`src/rtl/calc_if.sv`:
```
// Start/done handshake bundle between the calculator controller and the sequential arithmetic core.
interface calc_if #(
  parameter int unsigned WIDTH = 14
);
  logic             start;
  logic [1:0]       op;
  logic [WIDTH-1:0] a;
  logic [WIDTH-1:0] b;
  logic             busy;
  logic             done;
  logic [WIDTH-1:0] result;
  logic             ovf;
  logic             neg;
  logic             dz;

  modport master (
    output start, op, a, b,
    input  busy, done, result, ovf, neg, dz
  );

  modport slave (
    input  start, op, a, b,
    output busy, done, result, ovf, neg, dz
  );
endinterface

```
`src/rtl/calc_core_seq.sv`:
```
// Multi-cycle add/sub/mul/div core: one-cycle add/sub, shift-add multiply, restoring divide,
// results saturated to MAX_VAL with overflow, negative and divide-by-zero status.
module calc_core_seq #(
  parameter int unsigned WIDTH   = 14,
  parameter int unsigned MAX_VAL = 9999
) (
  input logic  clk,
  input logic  rst_n,
  calc_if.slave bus
);

  localparam int unsigned DW = 2 * WIDTH;
  localparam int unsigned CW = $clog2(WIDTH + 1);
  localparam logic [DW-1:0]    MaxWide = DW'(MAX_VAL);
  localparam logic [WIDTH-1:0] MaxRes  = WIDTH'(MAX_VAL);
  localparam logic [CW-1:0]    LastCnt = CW'(WIDTH - 1);

  typedef enum logic [1:0] {StIdle, StMul, StDiv, StDone} state_e;

  state_e           state_q;
  logic [CW-1:0]    cnt_q;
  logic [DW-1:0]    acc_q;
  logic [DW-1:0]    mcand_q;
  logic [WIDTH-1:0] mplier_q;
  logic [WIDTH-1:0] rem_q;
  logic [WIDTH-1:0] quot_q;
  logic [WIDTH-1:0] divisor_q;

  logic             busy_q;
  logic             done_q;
  logic [WIDTH-1:0] result_q;
  logic             ovf_q;
  logic             neg_q;
  logic             dz_q;

  logic [WIDTH:0]   sum_w;
  logic [WIDTH-1:0] mag;
  logic [DW-1:0]    acc_nxt;
  logic [WIDTH:0]   rem_sh;
  logic [WIDTH-1:0] rem_low;
  logic             div_ge;
  logic [WIDTH-1:0] rem_nxt;
  logic [WIDTH-1:0] quot_nxt;
  logic [DW-1:0]    sat_in;
  logic             sat_ovf;
  logic [WIDTH-1:0] sat_res;
  logic             last_step;

  always_comb begin
    sum_w   = {1'b0, bus.a} + {1'b0, bus.b};
    mag     = (bus.a >= bus.b) ? (bus.a - bus.b) : (bus.b - bus.a);
    acc_nxt = mplier_q[0] ? (acc_q + mcand_q) : acc_q;

    // A set top bit of the shifted remainder already exceeds any WIDTH-bit divisor.
    rem_sh   = {rem_q, quot_q[WIDTH-1]};
    rem_low  = rem_sh[WIDTH-1:0];
    div_ge   = rem_sh[WIDTH] | (rem_low >= divisor_q);
    rem_nxt  = div_ge ? (rem_low - divisor_q) : rem_low;
    quot_nxt = {quot_q[WIDTH-2:0], div_ge};

    last_step = (cnt_q == LastCnt);

    // One saturation unit shared by every path that enters StDone.
    sat_in = '0;
    case (state_q)
      StMul:   sat_in = acc_nxt;
      StDiv:   sat_in = DW'(quot_nxt);
      default: begin
        case (bus.op)
          2'd0:    sat_in = DW'(sum_w);
          2'd1:    sat_in = DW'(mag);
          default: sat_in = '0;
        endcase
      end
    endcase
    sat_ovf = (sat_in > MaxWide);
    sat_res = sat_ovf ? MaxRes : sat_in[WIDTH-1:0];
  end

  always_ff @(posedge clk or negedge rst_n) begin
    if (!rst_n) begin
      state_q   <= StIdle;
      cnt_q     <= '0;
      acc_q     <= '0;
      mcand_q   <= '0;
      mplier_q  <= '0;
      rem_q     <= '0;
      quot_q    <= '0;
      divisor_q <= '0;
      busy_q    <= 1'b0;
      done_q    <= 1'b0;
      result_q  <= '0;
      ovf_q     <= 1'b0;
      neg_q     <= 1'b0;
      dz_q      <= 1'b0;
    end else begin
      done_q <= 1'b0;
      case (state_q)
        StIdle: begin
          if (bus.start) begin
            busy_q <= 1'b1;
            cnt_q  <= '0;
            if (bus.op == 2'd2) begin
              acc_q    <= '0;
              mcand_q  <= {{WIDTH{1'b0}}, bus.a};
              mplier_q <= bus.b;
              state_q  <= StMul;
            end else if (bus.op == 2'd3 && bus.b != '0) begin
              rem_q     <= '0;
              quot_q    <= bus.a;
              divisor_q <= bus.b;
              state_q   <= StDiv;
            end else begin
              result_q <= sat_res;
              ovf_q    <= sat_ovf;
              neg_q    <= (bus.op == 2'd1) && (bus.a < bus.b);
              dz_q     <= (bus.op == 2'd3);
              state_q  <= StDone;
            end
          end
        end
        StMul: begin
          acc_q    <= acc_nxt;
          mcand_q  <= mcand_q << 1;
          mplier_q <= mplier_q >> 1;
          cnt_q    <= cnt_q + 1'b1;
          if (last_step) begin
            result_q <= sat_res;
            ovf_q    <= sat_ovf;
            neg_q    <= 1'b0;
            dz_q     <= 1'b0;
            state_q  <= StDone;
          end
        end
        StDiv: begin
          rem_q  <= rem_nxt;
          quot_q <= quot_nxt;
          cnt_q  <= cnt_q + 1'b1;
          if (last_step) begin
            result_q <= sat_res;
            ovf_q    <= sat_ovf;
            neg_q    <= 1'b0;
            dz_q     <= 1'b0;
            state_q  <= StDone;
          end
        end
        StDone: begin
          busy_q  <= 1'b0;
          done_q  <= 1'b1;
          state_q <= StIdle;
        end
        default: state_q <= StIdle;
      endcase
    end
  end

  assign bus.busy   = busy_q;
  assign bus.done   = done_q;
  assign bus.result = result_q;
  assign bus.ovf    = ovf_q;
  assign bus.neg    = neg_q;
  assign bus.dz     = dz_q;

endmodule

```
`src/flat_wrapper.sv`:
```
// flat-port wrapper written by rule: the top's interface ports become plain ports
module calc_core_seq_flat 
#(
  parameter int unsigned WIDTH   = 14,
  parameter int unsigned MAX_VAL = 9999
)
  (clk, rst_n, bus_start, bus_op, bus_a, bus_b, bus_busy, bus_done, bus_result, bus_ovf, bus_neg, bus_dz);
  calc_if #(.WIDTH(WIDTH)) bus_i ();
  input logic clk;
  input logic rst_n;
  input wire logic [$bits(bus_i.start)-1:0] bus_start;
  input wire logic [$bits(bus_i.op)-1:0] bus_op;
  input wire logic [$bits(bus_i.a)-1:0] bus_a;
  input wire logic [$bits(bus_i.b)-1:0] bus_b;
  output wire logic [$bits(bus_i.busy)-1:0] bus_busy;
  output wire logic [$bits(bus_i.done)-1:0] bus_done;
  output wire logic [$bits(bus_i.result)-1:0] bus_result;
  output wire logic [$bits(bus_i.ovf)-1:0] bus_ovf;
  output wire logic [$bits(bus_i.neg)-1:0] bus_neg;
  output wire logic [$bits(bus_i.dz)-1:0] bus_dz;
  assign bus_i.start = bus_start;
  assign bus_i.op = bus_op;
  assign bus_i.a = bus_a;
  assign bus_i.b = bus_b;
  assign bus_busy = bus_i.busy;
  assign bus_done = bus_i.done;
  assign bus_result = bus_i.result;
  assign bus_ovf = bus_i.ovf;
  assign bus_neg = bus_i.neg;
  assign bus_dz = bus_i.dz;
  calc_core_seq #(.WIDTH(WIDTH), .MAX_VAL(MAX_VAL)) u_core (.clk(clk), .rst_n(rst_n), .bus(bus_i));
endmodule
```
`config.mk`:
```
export PLATFORM = sky130hd
export DESIGN_NAME = calc_core_seq_flat
export DESIGN_NICKNAME = d
export VERILOG_FILES = /design/src/rtl/calc_if.sv /design/src/rtl/calc_core_seq.sv /design/src/flat_wrapper.sv
export SDC_FILE = /design/constraint.sdc
export NUM_CORES = 1
export LEC_CHECK = 0
export ABC_AREA = 0
export BUFFER_PORTS_ARGS = -buffer_cell sky130_fd_sc_hd__buf_2
export CORE_ASPECT_RATIO = 0.75
export CORE_MARGIN = 2
export CORE_UTILIZATION = 40
export CTS_BUF_LIST = sky130_fd_sc_hd__clkbuf_16
export DETAILED_ROUTE_END_ITERATION = 10
export HOLD_SLACK_MARGIN = 0.06
export PLACE_DENSITY = 0.63
export SLEW_MARGIN = 20
export SYNTH_ARGS = -nofsm -noshare
export SYNTH_HDL_FRONTEND = slang
export SYNTH_SLANG_ARGS = --single-unit
```
`constraint.sdc`:
```
create_clock -name clk -period 5.5 [get_ports clk]
set_input_delay 0 -clock clk [delete_from_list [all_inputs] [get_ports clk]]
set_output_delay 0 -clock clk [all_outputs]
set_load 0.01 [all_outputs]
```
==> results of run 1 <==
[Yosys cell counts, drive strengths merged, types with 11 or more instances]
master  count  area share [%]
nand3      45             2.0
a21oi      95             4.4
xnor2      21             1.6
nor3       27             1.2
ha         88             9.7
o21bai     14            0.92
o211ai     23             1.5
nor2       67             2.2
nand4      19             1.1
o311ai     13             1.2
buf        28             1.7
nor2b      13            0.71
dfrtp     137              30
a31oi      18            0.99
nand2b     13            0.74
nand2     203             6.8
inv        80             2.6
a211oi     14            0.97
and3       16            0.90
xor2       17             1.3
mux2i      48             4.2
clkbuf     48             1.8
nor4       11            0.60
a21o       19             1.3
o21ai     145             6.4
[timing repair]
action | 4_1_cts | 5_1_grt
endpoints found under the hold margin | 139 | 0
setup buffers | 0 | 0
hold buffers | 31 | 0
[worst max-delay path: cells and delay by family, from the launching register on]
family,cells,cell delay [ns]
flops,1,0.44
mux,1,0.12
compound gates,7,2.13
fa+ha+maj,1,0.34
simple gates,2,0.98
[power groups by stage]
| stage | sequential (mW) | clock [mW] | combinational [mW] |
|---|---|---|---|
| after global routing | 1.76 | 1.20 | 4.32 |
| after CTS | 1.71 | 1.16 | 3.86 |
| final | 1.71 | 1.14 | 3.92 |
| after floorplan | 1.62 | 0 | 2.88 |
| after global placement | 1.71 | 0 | 3.78 |
| after detailed placement | 1.72 | 0 | 3.82 |
[kinds of logic after synthesis]
family	after synthesis
xor+xnor	38
simple gates	456
mux	52
buf+inv	159
compound gates	451
fa+ha+maj	93
flops	137
[layout make-up]
type	count	share of cell area [%]
Clock buffer	17	3.347
Multi-Input combinational cell	1090	57.34
Inverter	83	2.451
Clock inverter	15	1.073
Tap cell	385	3.790
Timing Repair Buffer	91	5.030
Sequential cell	137	26.97
[state kept, by name (all words and copies together) (netlist names), 2 cells and up]
| signal | cells |
|---|---|
| u_core.cnt_q | 4 |
| u_core.mcand_q | 28 |
| u_core.acc_q | 28 |
| u_core.mplier_q | 14 |
| u_core.state_q | 2 |
| u_core.quot_q | 14 |
| u_core.rem_q | 14 |
| u_core.bus.result | 14 |
| u_core.divisor_q | 14 |
[final timing paths]
path                            slack [ns]  cells after the start              endpoint                start
worst min register to register        0.48                      2   u_core.divisor_q[4]  u_core.divisor_q[4]
worst max register to register        1.35                     11  u_core.bus.result[0]    u_core.mcand_q[1]
max in group asynchronous             3.99                      3      u_core.quot_q[4]                rst_n
min in group clk                      0.27                      3         u_core.bus.dz            bus_op[0]
worst max-delay path                  1.35                     11  u_core.bus.result[0]    u_core.mcand_q[1]
worst min-delay path                  0.20                      2      u_core.rem_q[12]                rst_n
[layer usage]
metal	vias up	share of wire, %
met5	-	0
met4	0	1.4
met3	37	7.3
met2	386	43
met1	5292	48
li1	5118	-
==> impl_metrics.yaml, run 1 <==
global_route:
  track_usage_pct: 25.61
  grtUsageMet2_pct: 37.50
  met3_usage_pct: 4.928
  grt_pass1_vias: 10130
  grt_antenna_before_repair: 0
  grt_max_degree: 87
  grt_pass1_wl_um: 58670
  overflow: 0
  use_met1_pct: 38.55
  top_usage_layer: "met1"
placement:
  placed_cells: 1755
  gp_congestion: 0.9140
  post-place-ws_ns: 1.485
  placed_area_mm2: 0.01184
  dp.final_hpwl_um: 27340
  io_buffers: 51
final_layout:
  diodes: 0
  multi_input_area_mm2: 0.007288
  final_cell_mix: "nand2_1 (201), dfrtp_1 (137), o21ai_0 (135), a21oi_1 (89), ha_1 (87)"
  num-nets-final: 1546
  final_util_pct: 45.42
  layout_commonest_cell: "nand2_1"
  syn_to_final_growth_pct: 11.59
  nFillCells: 2816
  stdcell_area_mm2: 0.01271
  drive_gt1_share_pct: 9.630
  seq_area_mm2: 0.003428
  stdcell_count: 1818
detailed_routing:
  drtAntennaViolNets: 0
  first_pass_iters: 6
  remaining_drc_errors: 0
  wl_per_cell_um: 20.40
  dr.first_iter.drc_count: 1097
  vias_per_cell: 5.959
  via_count: 10830
  wirelength_um: 37080
worst_setup_path:
  crit_arrival_ns: 4.44
  worstSetupEndpointType: "flop"
  critPathMaxStageDelay_ns: 0.76
  cp-start-kind: "flop"
  critPathKind: "reg2reg"
  slowest_stage: "nor3b_1"
  cp.required_ns: 5.79
  path_cells: "ha_1, a211oi_1, o21ai_1, o311a_1, nand2b_1, a21o_1, mux2i_1, o21ai_0, o311ai_0, nor3b_1, o221ai_1"
  crit_fanout: 6
floorplanning:
  core_area_mm2: 0.02798
  num_rows: 53
  dieArea_mm2: 0.02986
  fp.dieH_um: 150.1
  io_pins: 52
  die_w_um: 198.9
  initial_core_util_pct: 40.70
clock_tree:
  clk_path_buf_depth: 2
  root_buffer: "clkbuf_16"
  worstSkewPairLatency_ns: 0.45
  postCtsResizedCells: 0
  clk_pin_slew_ns: 0.07
  cts_tree: "yes"
  htree_levels: 4
  cts_buffers: 17
  clock_sinks: 137
sta:
  hold_slack_ns: 0.1963
  tightestPinTransition_ns: 1.130
  finalSetupViolCount: 0
  fin_ws_ns: 1.347
  min_period_ns: 4.153
  skew_ns: 0.01980
  rsz0062_at_grt: "false"
  final_hold_viol_count: 0
  slew_violations: 0
  period_share_pct: 75.51
  timing.fmax_mhz: 240.8
  slew_headroom_pct: 24.49
  tns_ns: 0
yosys:
  synth_area_mm2: 0.01139
  synthMuxAreaShare_pct: 4.613
  ys.flop_type: "dfrtp_1"
  synth_top_family_by_area: "compound AO/OA/AOI/OAI gates"
  yosysSeqAreaShare_pct: 30.10
  synth_compound_area_share_pct: 26.37
  yosysWarnings: 0
  syn_area_per_cell_um2: 8.219
  syn_inst: 1386
  synth_fa_ha_area_share_pct: 10.54
  synthSimpleGateAreaFrac_pct: 19.19
  ys_seq_elements: 137
  synth_edf_count: 0
  synthXorXnorAreaFrac_pct: 2.922
  syn-num-nets: 1512
  ys_types: 102
  ys_async_sr_fraction_pct: 100.0
flow_run:
  max-cap-violations: 0
power:
  clkPwrFrac_pct: 16.9
  power_switching_mw: 3.348
  p_comb_share_pct: 57.8
  p_per_area_mw_per_mm2: 532.7
  intPower_mw: 3.423
  peakVddDrop_v: 0.0002993
  power.total_mw: 6.771
  sw_frac_of_total_pct: 49.44
  p_seq_share_pct: 25.3
  p_leak_nw: 5.724
hold_path:
  hold_path.class: "in2async"
outcome:
  status: "complete, no violations"
Note: power is estimated with default switching activity, not from simulation.
==> inputs of run 2 (changes only) <==
- PLACE_DENSITY: 0.63 -> 0.65
- clock period: 5.5 -> 3.7 ns (I/O delays scaled with it)
==> run 2 against run 1 <==
Against the previous run:
- sequential share of layout area is 2.2 points lower
- critical path depth is 1 lower
- via count is 4.3% higher
- die area stayed put
- first-iteration DRC count is 1.3% higher
- global-route usage is 0.82 points higher
- clock power is 78% higher
- sequential cell count stayed put
- largest power group unchanged
- sequential power is 48% higher
- core utilization is 4.0 points higher
- maximum frequency is 14% higher
==> impl_metrics.yaml, run 2 (synthesis gave the netlist of run 1 again) <==
outcome:
  status: "complete, no violations"
clock_tree:
  cts_tree: "yes"
  clk_path_buf_depth: 2
  clock_sinks: 137
  htree_levels: 4
  root_buffer: "clkbuf_16"
  clk_pin_slew_ns: 0.06
  worstSkewPairLatency_ns: 0.45
  cts_buffers: 17
sta:
  min_period_ns: 3.646
  tns_ns: 0
  final_hold_viol_count: 0
  skew_ns: 0.01507
  tightestPinTransition_ns: 0.9177
  period_share_pct: 98.55
  slew_violations: 0
  timing.fmax_mhz: 274.3
  finalSetupViolCount: 0
  fin_ws_ns: 0.05376
  rsz0062_at_grt: "true"
  slew_headroom_pct: 38.82
floorplanning:
  dieArea_mm2: 0.02986
  die_w_um: 198.9
  core_area_mm2: 0.02798
  io_pins: 52
  initial_core_util_pct: 40.70
  fp.dieH_um: 150.1
  num_rows: 53
final_layout:
  syn_to_final_growth_pct: 21.35
  stdcell_area_mm2: 0.01382
  reg_top3: "u_core.acc_q (28), u_core.mcand_q (28)"
  diodes: 0
  num-nets-final: 1651
  final_cell_mix: "nand2_1 (200), dfrtp_1 (137), o21ai_0 (133), buf_4 (112), a21oi_1 (88)"
  drive_gt1_share_pct: 17.88
  nFillCells: 2707
  layout_commonest_cell: "nand2_1"
power:
  power.total_mw: 11.25
  p_leak_nw: 6.308
  peakVddDrop_v: 0.0004972
  p_per_area_mw_per_mm2: 813.5
detailed_routing:
  wl_per_cell_um: 20.08
  via_count: 11300
  dr.first_iter.drc_count: 1111
  wirelength_um: 38620
  remaining_drc_errors: 0
  drtAntennaViolNets: 0
  vias_per_cell: 5.874
  first_pass_iters: 6
placement:
  post-place-ws_ns: -0.1289
  dp.final_hpwl_um: 28920
  placed_area_mm2: 0.01259
  gp_congestion: 0.9914
  io_buffers: 51
global_route:
  grt_max_degree: 92
  overflow: 0
  track_usage_pct: 26.43
  grt_pass1_vias: 10650
  grt_pass1_wl_um: 60860
  grt_antenna_before_repair: 0
flow_run:
  max-cap-violations: 0
worst_setup_path:
  r2r-end: "u_core.bus.ovf"
  crit_fanout: 8
  reg2reg_depth: 10
  crit_family: "simple AND/OR/NAND/NOR gates"
  critPathMaxStageDelay_ns: 0.53
  r2r_start: "u_core.acc_q[19]"
  cp-start-kind: "flop"
  crit_arrival_ns: 3.97
  path_cells: "ha_1, nand2_2, nor4_1, nor3_1, nor4b_2, o311ai_1, or4_4, a2111oi_4, a311oi_4, a221o_1"
  slowest_stage: "nor4_1"
  worstSetupEndpointType: "flop"
  rrSetupSlack_ns: 0.05
  crit_buf_inv: 0
  cp.required_ns: 4.02
  critPathKind: "reg2reg"
hold_path:
  min_from: "bus_a[9]"
  hold_path.class: "in2reg"
  whs_endpoint: "u_core.quot_q[9]"
  hold_depth: 4
## run 2: layout make-up
cell class	count	area, um^2	area share (%)
clock inverters	15	255.2	1.846
multi-input cells	1090	7476	54.08
clock buffers	17	425.4	3.077
flip-flops and latches	137	3428	24.80
well taps	385	481.7	3.485
repair buffers	196	1445	10.45
inverters	83	311.5	2.254
## run 2: what timing repair did
action | in CTS | in global routing
cloned | 0 | 0
hold endpoints to repair | 141 | 0
pin swaps | 5 | 19
hold buffers | 30 | 0
setup endpoints to repair | 14 | 27
gates resized for setup | 8 | 34
buffers inserted | 1 | 6
## run 2: worst max path at each step
stage | cells after the start | slack [ns] | endpoint | from
floorplan | 13 | 0.15 | u_core.bus.ovf | u_core.mcand_q[0]
global placement | 13 | -0.09 | u_core.bus.ovf | u_core.mcand_q[0]
detailed placement | 13 | -0.13 | u_core.bus.result[8] | u_core.mcand_q[0]
CTS | 12 | 0.0006 | u_core.bus.result[8] | u_core.mcand_q[0]
global route | 12 | -0.07 | u_core.bus.result[9] | u_core.mcand_q[1]
finish | 10 | 0.05 | u_core.bus.ovf | u_core.acc_q[19]
## run 2: worst register-to-register path: stages (launching register included)
cell and delay [ns]:
dfrtp_1 0.44, ha_1 0.46, nand2_2 0.14, nor4_1 0.53, nor3_1 0.13, nor4b_2 0.29, o311ai_1 0.16, or4_4 0.52
a2111oi_4 0.30, a311oi_4 0.24, a221o_1 0.31
## run 2: power by group
group,switching (mW),internal (mW)
Combinational,4.08,2.61
Clock,0.704,1.32
Sequential,0.461,2.07
## run 2: metrics by stage
| step | utilization (%) | cells | hold WS, ns |
|---|---|---|---|
| after floorplan | - | 1386 | -0.2956 |
| after global placement | 45.01 | 1854 | 0.1696 |
| after detailed placement | 45.01 | 1854 | 0.1683 |
| after CTS | 48.68 | 1917 | 0.06894 |
| after global routing | 49.40 | 1923 | 0.08961 |
| final | 49.40 | 1923 | 0.09455 |
## run 2: layer usage
layer,share of wire [%],GRT usage [%],routed length [um],vias up
met1,49,40.37,18760,5467
met3,7.8,5.354,3025,35
met4,1.4,6.045,539,0
met5,0,0,0,-
li1,-,-,-,5331
met2,42,37.83,16290,462
